==> src/rtl/reorder_buffer_if.sv <==
// Reorder buffer bus: issue packets from register_file, CDB broadcasts,
// dispatch to the reservation stations, and in-order commit.
// slave = the reorder buffer itself, master = its surrounding pipeline.
interface reorder_buffer_if #(
  parameter int ROB_BIT = 4,
  parameter int REG_BIT = 5,
  parameter int DAT_W   = 32,
  parameter int OP_W    = 6
);
  logic               alloc_ready_o;
  logic [ROB_BIT-1:0] alloc_id_o;
  logic               rf_en_i;
  logic [ROB_BIT-1:0] rf_qd_i;
  logic [REG_BIT-1:0] rf_rd_i;
  logic [ROB_BIT-1:0] rf_qj_i;
  logic [ROB_BIT-1:0] rf_qk_i;
  logic [DAT_W-1:0]   rf_vj_i;
  logic [DAT_W-1:0]   rf_vk_i;
  logic [OP_W-1:0]    rf_op_i;
  logic [DAT_W-1:0]   rf_imm_i;
  logic               cdb_en_i;
  logic [ROB_BIT-1:0] cdb_q_i;
  logic [DAT_W-1:0]   cdb_v_i;
  logic               rs_en_o;
  logic [ROB_BIT-1:0] rs_qj_o;
  logic [ROB_BIT-1:0] rs_qk_o;
  logic [DAT_W-1:0]   rs_vj_o;
  logic [DAT_W-1:0]   rs_vk_o;
  logic [ROB_BIT-1:0] rs_qd_o;
  logic [OP_W-1:0]    rs_op_o;
  logic [DAT_W-1:0]   rs_imm_o;
  logic               rf_en_o;
  logic [REG_BIT-1:0] rf_rd_o;
  logic [ROB_BIT-1:0] rf_q_o;
  logic [DAT_W-1:0]   rf_v_o;

  modport slave (
    output alloc_ready_o, alloc_id_o,
    input  rf_en_i, rf_qd_i, rf_rd_i, rf_qj_i, rf_qk_i, rf_vj_i, rf_vk_i, rf_op_i, rf_imm_i,
    input  cdb_en_i, cdb_q_i, cdb_v_i,
    output rs_en_o, rs_qj_o, rs_qk_o, rs_vj_o, rs_vk_o, rs_qd_o, rs_op_o, rs_imm_o,
    output rf_en_o, rf_rd_o, rf_q_o, rf_v_o
  );

  modport master (
    input  alloc_ready_o, alloc_id_o,
    output rf_en_i, rf_qd_i, rf_rd_i, rf_qj_i, rf_qk_i, rf_vj_i, rf_vk_i, rf_op_i, rf_imm_i,
    output cdb_en_i, cdb_q_i, cdb_v_i,
    input  rs_en_o, rs_qj_o, rs_qk_o, rs_vj_o, rs_vk_o, rs_qd_o, rs_op_o, rs_imm_o,
    input  rf_en_o, rf_rd_o, rf_q_o, rf_v_o
  );
endinterface

==> src/rtl/reorder_buffer.sv <==
// Circular reorder buffer: allocates tags 1..CAP (tag 0 = no dependency),
// resolves issue operands from its own entries or the CDB, dispatches to the
// RS one cycle later, records CDB results and commits in order.
// Optional feature: define ROB_FLUSH_EN to add the flush_i input.
module reorder_buffer #(
  parameter int ROB_BIT = 4,
  parameter int REG_BIT = 5,
  parameter int DAT_W   = 32,
  parameter int OP_W    = 6
) (
  input  logic clk,
  input  logic rst,
  input  logic en,
`ifdef ROB_FLUSH_EN
  input  logic flush_i,
`endif
  reorder_buffer_if.slave bus
);
  localparam int DEPTH = 1 << ROB_BIT;
  localparam logic [ROB_BIT-1:0] CAP_TAG = '1;
  localparam logic [ROB_BIT-1:0] ONE_TAG = ROB_BIT'(1);

  logic [ROB_BIT-1:0] head_reg, tail_reg, count_reg;
  logic [DEPTH-1:0]   valid_reg, ready_reg;
  logic [DEPTH-1:0]   valid_next, ready_next;
  logic [DAT_W-1:0]   value_mem [DEPTH];
  logic [REG_BIT-1:0] rd_mem [DEPTH];

  logic flush_fire, alloc_ready, alloc_fire, commit_fire, wb_fire;
  logic [ROB_BIT+DAT_W-1:0] res_j, res_k;

  function automatic logic [ROB_BIT-1:0] tag_inc(input logic [ROB_BIT-1:0] t);
    return (t == CAP_TAG) ? ONE_TAG : t + 1'b1;
  endfunction

  // Source operand resolution: own value, then stored result, then same-cycle CDB.
  function automatic logic [ROB_BIT+DAT_W-1:0] resolve(
    input logic [ROB_BIT-1:0] q, input logic [DAT_W-1:0] v,
    input logic rdy, input logic [DAT_W-1:0] val,
    input logic hit, input logic [DAT_W-1:0] cdb_v);
    if (q == '0)  return {{ROB_BIT{1'b0}}, v};
    else if (rdy) return {{ROB_BIT{1'b0}}, val};
    else if (hit) return {{ROB_BIT{1'b0}}, cdb_v};
    else          return {q, v};
  endfunction

`ifdef ROB_FLUSH_EN
  assign flush_fire = en & flush_i;
`else
  assign flush_fire = 1'b0;
`endif

  // Full check is made on pre-edge state, so a commit never frees a slot for the same edge.
  assign alloc_ready = (count_reg != CAP_TAG);
  assign alloc_fire  = en & ~flush_fire & bus.rf_en_i & alloc_ready;
  assign commit_fire = en & ~flush_fire & valid_reg[head_reg] & ready_reg[head_reg];
  assign wb_fire     = en & ~flush_fire & bus.cdb_en_i;

  assign bus.alloc_ready_o = alloc_ready;
  assign bus.alloc_id_o    = tail_reg;

  assign res_j = resolve(bus.rf_qj_i, bus.rf_vj_i, ready_reg[bus.rf_qj_i], value_mem[bus.rf_qj_i],
                         bus.cdb_en_i && (bus.cdb_q_i == bus.rf_qj_i), bus.cdb_v_i);
  assign res_k = resolve(bus.rf_qk_i, bus.rf_vk_i, ready_reg[bus.rf_qk_i], value_mem[bus.rf_qk_i],
                         bus.cdb_en_i && (bus.cdb_q_i == bus.rf_qk_i), bus.cdb_v_i);

  // Per-entry status: allocation overrides a stale CDB write to the same slot.
  generate
    for (genvar gi = 0; gi < DEPTH; gi++) begin : g_entry
      logic hit_alloc, hit_wb, hit_commit;
      assign hit_alloc  = alloc_fire  && (tail_reg  == ROB_BIT'(gi));
      assign hit_wb     = wb_fire     && (bus.cdb_q_i == ROB_BIT'(gi));
      assign hit_commit = commit_fire && (head_reg  == ROB_BIT'(gi));
      assign valid_next[gi] = flush_fire ? 1'b0 : hit_alloc ? 1'b1 : hit_commit ? 1'b0 : valid_reg[gi];
      assign ready_next[gi] = flush_fire ? 1'b0 : hit_alloc ? 1'b0 : hit_wb ? 1'b1 : ready_reg[gi];
    end
  endgenerate

  // Pointer, occupancy and entry status registers.
  always_ff @(posedge clk or negedge rst) begin
    if (!rst) begin
      head_reg  <= ONE_TAG;
      tail_reg  <= ONE_TAG;
      count_reg <= '0;
      valid_reg <= '0;
      ready_reg <= '0;
    end else begin
      valid_reg <= valid_next;
      ready_reg <= ready_next;
      if (flush_fire) begin
        head_reg  <= ONE_TAG;
        tail_reg  <= ONE_TAG;
        count_reg <= '0;
      end else begin
        if (alloc_fire)  tail_reg <= tag_inc(tail_reg);
        if (commit_fire) head_reg <= tag_inc(head_reg);
        case ({alloc_fire, commit_fire})
          2'b10:   count_reg <= count_reg + 1'b1;
          2'b01:   count_reg <= count_reg - 1'b1;
          default: count_reg <= count_reg;
        endcase
      end
    end
  end

  // Entry payload storage; freed entries keep their data until reallocated.
  always_ff @(posedge clk) begin
    if (wb_fire)    value_mem[bus.cdb_q_i] <= bus.cdb_v_i;
    if (alloc_fire) rd_mem[tail_reg]       <= bus.rf_rd_i;
  end

  // Dispatch register: loaded on the allocating edge, pulse otherwise low.
  always_ff @(posedge clk or negedge rst) begin
    if (!rst) begin
      bus.rs_en_o  <= 1'b0;
      bus.rs_qj_o  <= '0;
      bus.rs_qk_o  <= '0;
      bus.rs_vj_o  <= '0;
      bus.rs_vk_o  <= '0;
      bus.rs_qd_o  <= '0;
      bus.rs_op_o  <= '0;
      bus.rs_imm_o <= '0;
    end else begin
      bus.rs_en_o <= alloc_fire;
      if (alloc_fire) begin
        {bus.rs_qj_o, bus.rs_vj_o} <= res_j;
        {bus.rs_qk_o, bus.rs_vk_o} <= res_k;
        bus.rs_qd_o  <= bus.rf_qd_i;
        bus.rs_op_o  <= bus.rf_op_i;
        bus.rs_imm_o <= bus.rf_imm_i;
      end
    end
  end

  // Commit register: head entry retires when valid and ready.
  always_ff @(posedge clk or negedge rst) begin
    if (!rst) begin
      bus.rf_en_o <= 1'b0;
      bus.rf_rd_o <= '0;
      bus.rf_q_o  <= '0;
      bus.rf_v_o  <= '0;
    end else begin
      bus.rf_en_o <= commit_fire;
      if (commit_fire) begin
        bus.rf_rd_o <= rd_mem[head_reg];
        bus.rf_q_o  <= head_reg;
        bus.rf_v_o  <= value_mem[head_reg];
      end
    end
  end
endmodule

==> src/flat_wrapper.sv <==
// flat-port wrapper written by rule: the top's interface ports become plain ports
module reorder_buffer_flat 
#(
  parameter int ROB_BIT = 4,
  parameter int REG_BIT = 5,
  parameter int DAT_W   = 32,
  parameter int OP_W    = 6
)
  (clk, rst, en, bus_alloc_ready_o, bus_alloc_id_o, bus_rf_en_i, bus_rf_qd_i, bus_rf_rd_i, bus_rf_qj_i, bus_rf_qk_i, bus_rf_vj_i, bus_rf_vk_i, bus_rf_op_i, bus_rf_imm_i, bus_cdb_en_i, bus_cdb_q_i, bus_cdb_v_i, bus_rs_en_o, bus_rs_qj_o, bus_rs_qk_o, bus_rs_vj_o, bus_rs_vk_o, bus_rs_qd_o, bus_rs_op_o, bus_rs_imm_o, bus_rf_en_o, bus_rf_rd_o, bus_rf_q_o, bus_rf_v_o);
  reorder_buffer_if #(.ROB_BIT(ROB_BIT), .REG_BIT(REG_BIT), .DAT_W(DAT_W), .OP_W(OP_W)) bus_i ();
  input  logic clk;
  input  logic rst;
  input  logic en;
  output wire logic [$bits(bus_i.alloc_ready_o)-1:0] bus_alloc_ready_o;
  output wire logic [$bits(bus_i.alloc_id_o)-1:0] bus_alloc_id_o;
  input wire logic [$bits(bus_i.rf_en_i)-1:0] bus_rf_en_i;
  input wire logic [$bits(bus_i.rf_qd_i)-1:0] bus_rf_qd_i;
  input wire logic [$bits(bus_i.rf_rd_i)-1:0] bus_rf_rd_i;
  input wire logic [$bits(bus_i.rf_qj_i)-1:0] bus_rf_qj_i;
  input wire logic [$bits(bus_i.rf_qk_i)-1:0] bus_rf_qk_i;
  input wire logic [$bits(bus_i.rf_vj_i)-1:0] bus_rf_vj_i;
  input wire logic [$bits(bus_i.rf_vk_i)-1:0] bus_rf_vk_i;
  input wire logic [$bits(bus_i.rf_op_i)-1:0] bus_rf_op_i;
  input wire logic [$bits(bus_i.rf_imm_i)-1:0] bus_rf_imm_i;
  input wire logic [$bits(bus_i.cdb_en_i)-1:0] bus_cdb_en_i;
  input wire logic [$bits(bus_i.cdb_q_i)-1:0] bus_cdb_q_i;
  input wire logic [$bits(bus_i.cdb_v_i)-1:0] bus_cdb_v_i;
  output wire logic [$bits(bus_i.rs_en_o)-1:0] bus_rs_en_o;
  output wire logic [$bits(bus_i.rs_qj_o)-1:0] bus_rs_qj_o;
  output wire logic [$bits(bus_i.rs_qk_o)-1:0] bus_rs_qk_o;
  output wire logic [$bits(bus_i.rs_vj_o)-1:0] bus_rs_vj_o;
  output wire logic [$bits(bus_i.rs_vk_o)-1:0] bus_rs_vk_o;
  output wire logic [$bits(bus_i.rs_qd_o)-1:0] bus_rs_qd_o;
  output wire logic [$bits(bus_i.rs_op_o)-1:0] bus_rs_op_o;
  output wire logic [$bits(bus_i.rs_imm_o)-1:0] bus_rs_imm_o;
  output wire logic [$bits(bus_i.rf_en_o)-1:0] bus_rf_en_o;
  output wire logic [$bits(bus_i.rf_rd_o)-1:0] bus_rf_rd_o;
  output wire logic [$bits(bus_i.rf_q_o)-1:0] bus_rf_q_o;
  output wire logic [$bits(bus_i.rf_v_o)-1:0] bus_rf_v_o;
  assign bus_alloc_ready_o = bus_i.alloc_ready_o;
  assign bus_alloc_id_o = bus_i.alloc_id_o;
  assign bus_i.rf_en_i = bus_rf_en_i;
  assign bus_i.rf_qd_i = bus_rf_qd_i;
  assign bus_i.rf_rd_i = bus_rf_rd_i;
  assign bus_i.rf_qj_i = bus_rf_qj_i;
  assign bus_i.rf_qk_i = bus_rf_qk_i;
  assign bus_i.rf_vj_i = bus_rf_vj_i;
  assign bus_i.rf_vk_i = bus_rf_vk_i;
  assign bus_i.rf_op_i = bus_rf_op_i;
  assign bus_i.rf_imm_i = bus_rf_imm_i;
  assign bus_i.cdb_en_i = bus_cdb_en_i;
  assign bus_i.cdb_q_i = bus_cdb_q_i;
  assign bus_i.cdb_v_i = bus_cdb_v_i;
  assign bus_rs_en_o = bus_i.rs_en_o;
  assign bus_rs_qj_o = bus_i.rs_qj_o;
  assign bus_rs_qk_o = bus_i.rs_qk_o;
  assign bus_rs_vj_o = bus_i.rs_vj_o;
  assign bus_rs_vk_o = bus_i.rs_vk_o;
  assign bus_rs_qd_o = bus_i.rs_qd_o;
  assign bus_rs_op_o = bus_i.rs_op_o;
  assign bus_rs_imm_o = bus_i.rs_imm_o;
  assign bus_rf_en_o = bus_i.rf_en_o;
  assign bus_rf_rd_o = bus_i.rf_rd_o;
  assign bus_rf_q_o = bus_i.rf_q_o;
  assign bus_rf_v_o = bus_i.rf_v_o;
  reorder_buffer #(.ROB_BIT(ROB_BIT), .REG_BIT(REG_BIT), .DAT_W(DAT_W), .OP_W(OP_W)) u_core (.clk(clk), .rst(rst), .en(en), .bus(bus_i));
endmodule
==> config.mk <==
export PLATFORM = sky130hd
export DESIGN_NAME = reorder_buffer_flat
export DESIGN_NICKNAME = d
export VERILOG_FILES = /design/src/rtl/reorder_buffer_if.sv /design/src/rtl/reorder_buffer.sv /design/src/flat_wrapper.sv
export SDC_FILE = /design/constraint.sdc
export NUM_CORES = 1
export LEC_CHECK = 0
export ABC_CLOCK_PERIOD_IN_PS = 5500
export CORE_MARGIN = 1
export CORE_UTILIZATION = 49
export CTS_BUF_LIST = sky130_fd_sc_hd__clkbuf_16
export CTS_CLUSTER_SIZE = 10
export DETAILED_ROUTE_END_ITERATION = 8
export PLACE_DENSITY = 0.78
export SYNTH_ARGS = -nofsm -noshare
export SYNTH_HDL_FRONTEND = slang
export SYNTH_SLANG_ARGS = --single-unit
export TNS_END_PERCENT = 50
==> constraint.sdc <==
create_clock -name clk -period 5.5 [get_ports clk]
set_input_delay 1.375 -clock clk [delete_from_list [all_inputs] [get_ports clk]]
set_output_delay 1.375 -clock clk [all_outputs]
set_load 0.02 [all_outputs]
==> run_results.csv, run 1 <==
group,metric,value,unit
status,outcome,"completed",
power,total_power,20.3,mW
sta,setup_ws,1650,ps
critical_path,rr_worst_depth,5,
power,total_leakage_power,16.7,nW
critical_path,end_kind,"flip-flop",
clock_tree,ctsHtreeMaxLevel,3,
synth,yosys-top-cells-area,"edfxtp_1 (44%), mux4_2 (25%), dfrtp_1 (12%)",
power,power_density,426,nW/um^2
finish,top_regs,"u_core.value_mem: 512 flops, u_core.rd_mem: 80 flops",
placement,gp_congestion,0.874,
worst_hold_path,whs_path_depth,1,
floorplanning,die_h,289,um
clock_tree,clkSlewWorstSetupHoldPaths,60,ps
clock_tree,cts_buffers,91,
floorplanning,rows,104,
synth,yosysSeqAreaShare,0.565,
sta,fmax,260,MHz
placement,io_buffers,321,
synth,synthesis.nets,2597,
synth,postSynthCellCount,2426,
synth,yosysMostFrequentCell,"edfxtp_1",
critical_path,path_cells,"buf_4 > buf_4 > mux4_2 > mux4_2 > mux2_4",
global_routing,grt_pass1_vias,28437,
clock_tree,cts_tree,"built",
critical_path,crit_path_start_kind,"flip-flop",
detailed_routing,drc,0,
synth,syn_area,40400,sq um
synth,synth_edf_count,592,
floorplanning,initial_core_util,0.498,
global_routing,track_usage,0.310,
synth,avgSynthCellArea,16.6,sq um
synth,synth_top_area_cell,"edfxtp_1",
finish,regMostFlops,"u_core.value_mem",
sta,min_period,3850,ps
detailed_routing,ant_nets,0,
clock_tree,cts-root-to-sink-buffers,3,
finish,fin_cells,3851,
finish,area.growth.synth_to_final,17.9,%
synth,ys_ff_latch,793,
floorplanning,pin_count,322,
sta,relSlewSlack,0.199,
sta,tightest_slew,1200,ps
sta,setup_tns,0,ps
sta,setup_viol,0,
synth,yosysWarnings,0,
detailed_routing,wl_per_cell,33.3,um
global_routing,grt_max_degree,106,
finish,largest_reg_flops,512,
detailed_routing,vias,27605,
finish,stdcell_area,47600,sq um
critical_path,slowest_stage,"dfrtp_4",
detailed_routing,firstDrtPassIters,6,
synth,ys_types,57,
critical_path,worstSetupPathType,"flip-flop to flip-flop",
clock_tree,cts.repair.resized,0,
placement,dp_hpwl,77800,um
placement,dpl_cell_area,44900,sq um
clock_tree,cts-root-buf,"clkbuf_16",
synth,async_flop_share,0.253,
floorplanning,die_x,289,um
placement,dp_cells,3678,
synth,synth_common_cells,"edfxtp_1 (592), mux4_2 (449), nand2_1 (257)",
finish,fin_util,0.587,
flow_run,maxCapViolCount,0,
synth,ys.flop_type,"edfxtp_1",
clock_tree,post_cts_buffers,0,
sta,period_share,0.700,
power,ir_drop,0.369,mV
sta,hold_ws,467,ps
sta,clock_skew,34.0,ps
sta,drv_slew,0,
critical_path,required,6030,ps
detailed_routing,drtIter0Drc,4662,
floorplanning,die_area,83600,sq um
detailed_routing,avgViaCountPerCell,7.17,
detailed_routing,routed_wl,128000,um
finish,nets,2882,
critical_path,worst_ep_arrival_time,4380,ps
sta,hold_viol_final,0,
worst_hold_path,hp-class,"flip-flop to flip-flop",
finish,drive_gt1_frac,0.261,
clock_tree,clkLatencyLatePin,670,ps
synth,synth_top_area_share,0.440,
global_routing,antenna_found_initial,8,
critical_path,critPathMaxFanout,54,
critical_path,cpPeakStageDelay,990,ps
global_routing,overflow,0,
clock_tree,clkSinkCount,793,
global_routing,grt_pass1_wl,188000,um
clock_tree,cts_hold_buf,0,
sta,grt_setup_unrepaired,"no",
placement,pre_cts_ws,1240,ps
floorplanning,coreArea,81100,sq um
power breakdown:
group / internal, mW / total [mW] / switching [mW]
sequential: 7.14 / 7.99 / 0.858
clock: 3.05 / 5.52 / 2.46
combinational: 3.43 / 6.77 / 3.34
total: 13.6 / 20.3 / 6.66
cells in the final DEF (no fill, tap or decap), types with 23 or more instances in the layout:
cell,synthesis,routed
o221ai_1,32,32
a22oi_1,64,64
nand2_1,257,257
o311ai_1,23,23
a21oi_1,59,59
mux2_4,37,37
dfrtp_1,199,196
mux2_1,26,26
mux4_2,449,449
o22ai_1,38,38
mux2i_1,80,80
inv_1,16,85
nand3_1,31,30
nor2_1,49,34
a211oi_1,23,23
buf_4,7,71
edfxtp_1,592,592
and3_1,57,57
clkbuf_16,0,91
clkdlybuf4s50_1,0,314
routing by layer:
| metal | vias up | part of all wire | GRT usage |
|---|---|---|---|
| li1 | 10628 | - | - |
| met2 | 2424 | 0.47 | 0.488 |
| met5 | - | 0.00035 | 0 |
| met3 | 443 | 0.14 | 0.0887 |
| met4 | 8 | 0.048 | 0.143 |
| met1 | 14102 | 0.34 | 0.401 |
area by class of cell:
cell class	count	area [sq um]
fillers	5859	33500
flip-flops and latches	793	22800
multi-input cells	1405	16700
repair buffers	401	3950
clock buffers	91	2280
well taps	1060	1330
clock inverters	80	424
inverters	19	73.8
diodes	2	5.00
logic make-up after synthesis:
family / count (synthesis) / share of synthesized area
muxes: 608 / 0.296
buffers and inverters: 228 / 0.0254
and+or+nand+nor: 451 / 0.0510
adders and majority gates: 11 / 0.00341
xor gates and xnor gates: 16 / 0.00347
DFF: 793 / 0.565
AOI/OAI and AO/OA: 319 / 0.0560
worst max-delay path, delay by kind of cell (launching register included):
kind | cells | cell delay, ps
buf+inv | 2 | 1390
flops | 1 | 990
mux | 3 | 1310
final timing paths:
| check | start | endpoint | slack (ps) |
|---|---|---|---|
| worst min-delay path | u_core.count_reg[3] | u_core.count_reg[3] | 470 |
| worst min register to register | u_core.count_reg[3] | u_core.count_reg[3] | 470 |
| worst max register to register | u_core.head_reg[1] | u_core.bus.rf_v_o[20] | 1650 |
| min in group asynchronous | rst | u_core.bus.rs_imm_o[5] | 750 |
| worst max-delay path | u_core.head_reg[1] | u_core.bus.rf_v_o[20] | 1650 |
| max in group asynchronous | rst | u_core.head_reg[2] | 3560 |
Note: power is estimated with default switching activity, not from simulation.
==> run 2: changes to the inputs <==
--- a/config.mk
+++ b/config.mk
@@ -5,7 +5,7 @@
 export SDC_FILE = /design/constraint.sdc
 export NUM_CORES = 1
 export LEC_CHECK = 0
-export ABC_CLOCK_PERIOD_IN_PS = 5500
+export ABC_CLOCK_PERIOD_IN_PS = 3800
 export CORE_MARGIN = 1
 export CORE_UTILIZATION = 49
 export CTS_BUF_LIST = sky130_fd_sc_hd__clkbuf_16
==> constraint.sdc (replaced) <==
create_clock -name clk -period 3.8 [get_ports clk]
set_input_delay 0.95 -clock clk [delete_from_list [all_inputs] [get_ports clk]]
set_output_delay 0.95 -clock clk [all_outputs]
set_load 0.02 [all_outputs]
==> run 2 against run 1 <==
Net effect: fmax up 13%; clock-buffer cell count up 1; non-clock buffer count up 37; cell count up 1.0%; sequential cell count unchanged; largest cell class unchanged; first-iteration DRC count down 14%; register-to-register slack worse by 1300 ps; via count down 0.93%; clock power up 42%; sequential share of layout area down 0.56 points.
==> run_results.csv, run 2 (synthesis gave the netlist of run 1 again) <==
group,metric,value,unit
detailed_routing,highest_layer,"met5",
detailed_routing,ant_nets,0,
sta,grt_setup_unrepaired,"no",
sta,drv_slew,0,
clock_tree,cts.repair.resized,0,
critical_path,worst_ep_arrival_time,3930,ps
detailed_routing,routed_wl,126000,um
critical_path,critPathMaxFanout,43,
floorplanning,die_area,83600,sq um
floorplanning,die_x,289,um
detailed_routing,drc,0,
placement,gp_congestion,0.892,
finish,layout_commonest_cell,"edfxtp_1",
sta,hold_viol_final,0,
clock_tree,clkLatencyLatePin,670,ps
sta,setup_tns,0,ps
clock_tree,cts-root-buf,"clkbuf_16",
clock_tree,clkSlewWorstSetupHoldPaths,60,ps
sta,setup_ws,387,ps
detailed_routing,avgViaCountPerCell,7.03,
finish,nFillCells,5712,
critical_path,worstSetupPathType,"flip-flop to flip-flop",
detailed_routing,firstDrtPassIters,6,
placement,dp_hpwl,76400,um
sta,fmax,293,MHz
power,total_leakage_power,17.0,nW
sta,min_period,3410,ps
global_routing,antenna_found_initial,5,
finish,top_regs,"u_core.value_mem: 512 flops, u_core.rd_mem: 80 flops",
sta,clock_skew,33.7,ps
placement,dp_cells,3715,
finish,nets,2919,
placement,pre_cts_ws,179,ps
sta,relSlewSlack,0.247,
clock_tree,clkSinkCount,793,
global_routing,grt_max_degree,72,
sta,tightest_slew,1130,ps
sta,period_share,0.898,
finish,seqCellArea,22800,sq um
finish,area.growth.synth_to_final,19.2,%
global_routing,overflow,0,
clock_tree,ctsHtreeMaxLevel,3,
critical_path,crit_path_start_kind,"flip-flop",
critical_path,required,4320,ps
finish,fin_cells,3890,
detailed_routing,dr_wl_met2,59800,um
clock_tree,cts_tree,"built",
finish,multiInputGateArea,16700,sq um
global_routing,track_usage,0.304,
status,outcome,"completed",
floorplanning,die_h,289,um
detailed_routing,wl_met3,16200,um
global_routing,grt_pass1_wl,185000,um
detailed_routing,vias,27349,
finish,drive_gt1_frac,0.270,
clock_tree,cts_buffers,91,
detailed_routing,drtIter0Drc,4020,
placement,io_buffers,321,
floorplanning,rows,104,
finish,mostFrequentLayoutCells,"edfxtp_1 (592), mux4_2 (449), clkdlybuf4s50_1 (314)",
sta,setup_viol,0,
power,power_density,607,nW/um^2
power,total_power,29.2,mW
detailed_routing,wl_per_cell,32.4,um
floorplanning,pin_count,322,
clock_tree,cts_hold_buf,0,
global_routing,grt_pass1_vias,28235,
power,ir_drop,0.433,mV
finish,regMostFlops,"u_core.value_mem",
floorplanning,initial_core_util,0.498,
sta,hold_ws,241,ps
clock_tree,post_cts_buffers,0,
finish,largest_reg_flops,512,
floorplanning,coreArea,81100,sq um
flow_run,maxCapViolCount,0,
detailed_routing,wl_met1,43500,um
worst_hold_path,hp-class,"input port to asynchronous set/reset pin",
critical_path,end_kind,"flip-flop",
clock_tree,cts-root-to-sink-buffers,3,
==> run 2: cell types whose count changed in the layout (fill, tap and decap cells not counted), sizes merged <==
cell / previous run / this run
diode: 2 / 4
clkinvlp: 1 / 0
buf: 86 / 123
inv: 92 / 91
clkbuf: 92 / 93
clkinv: 5 / 7
bufinv: 1 / 0
==> run 2: power by group <==
part | leakage [nW] | total [mW] | internal [mW] | switching (mW)
Sequential | 7.79 | 11.4 | 10.3 | 1.03
Combinational | 7.63 | 10.0 | 5.06 | 4.95
Clock | 1.54 | 7.86 | 4.36 | 3.50
==> run 2: worst paths after layout <==
kind,startpoint,end,slack [ps],depth (start not counted)
max,u_core.head_reg[1],u_core.count_reg[2],390,11
max reg2reg,u_core.head_reg[1],u_core.count_reg[2],390,11
max in group asynchronous,rst,u_core.bus.rs_vk_o[21],2630,2
min in group clk,u_core.bus.rs_imm_o[7],u_core.bus.rs_imm_o[7],470,2
min,rst,u_core.bus.rf_rd_o[0],240,1
min reg2reg,u_core.bus.rs_imm_o[7],u_core.bus.rs_imm_o[7],470,2
==> run 2: per-layer routing <==
| layer | vias to the layer above | global-route usage |
|---|---|---|
| met1 | 13952 | 0.398 |
| li1 | 10703 | - |
| met3 | 418 | 0.0779 |
| met2 | 2270 | 0.473 |
| met5 | - | 0 |
| met4 | 6 | 0.155 |
==> run 2: stage by stage <==
step	util	area [sq um]
finish	0.594	48100
global route	0.594	48100
CTS	0.594	48100
detailed placement	0.561	45500
global placement	0.561	45500
floorplan	-	40400
==> run 2: cell type report <==
| class | count | share of cell area |
|---|---|---|
| inverters | 19 | 0.00153 |
| flip-flops and latches | 793 | 0.474 |
| repair buffers | 438 | 0.0946 |
| clock buffers | 92 | 0.0478 |
| well taps | 1060 | 0.0275 |
| multi-input cells | 1405 | 0.347 |
| diodes | 4 | 0.000208 |
| clock inverters | 79 | 0.00712 |
==> run 2: critical path, cell delays in order (launching register included) <==
cell and delay [ps]:
dfrtp_4 820, mux4_2 600, mux2_2 350, nand4_2 150
o31ai_4 110, ha_1 300, xor2_1 180, ha_1 210
a21oi_1 170, xor2_1 180, nor2_1 60, xor2_1 140
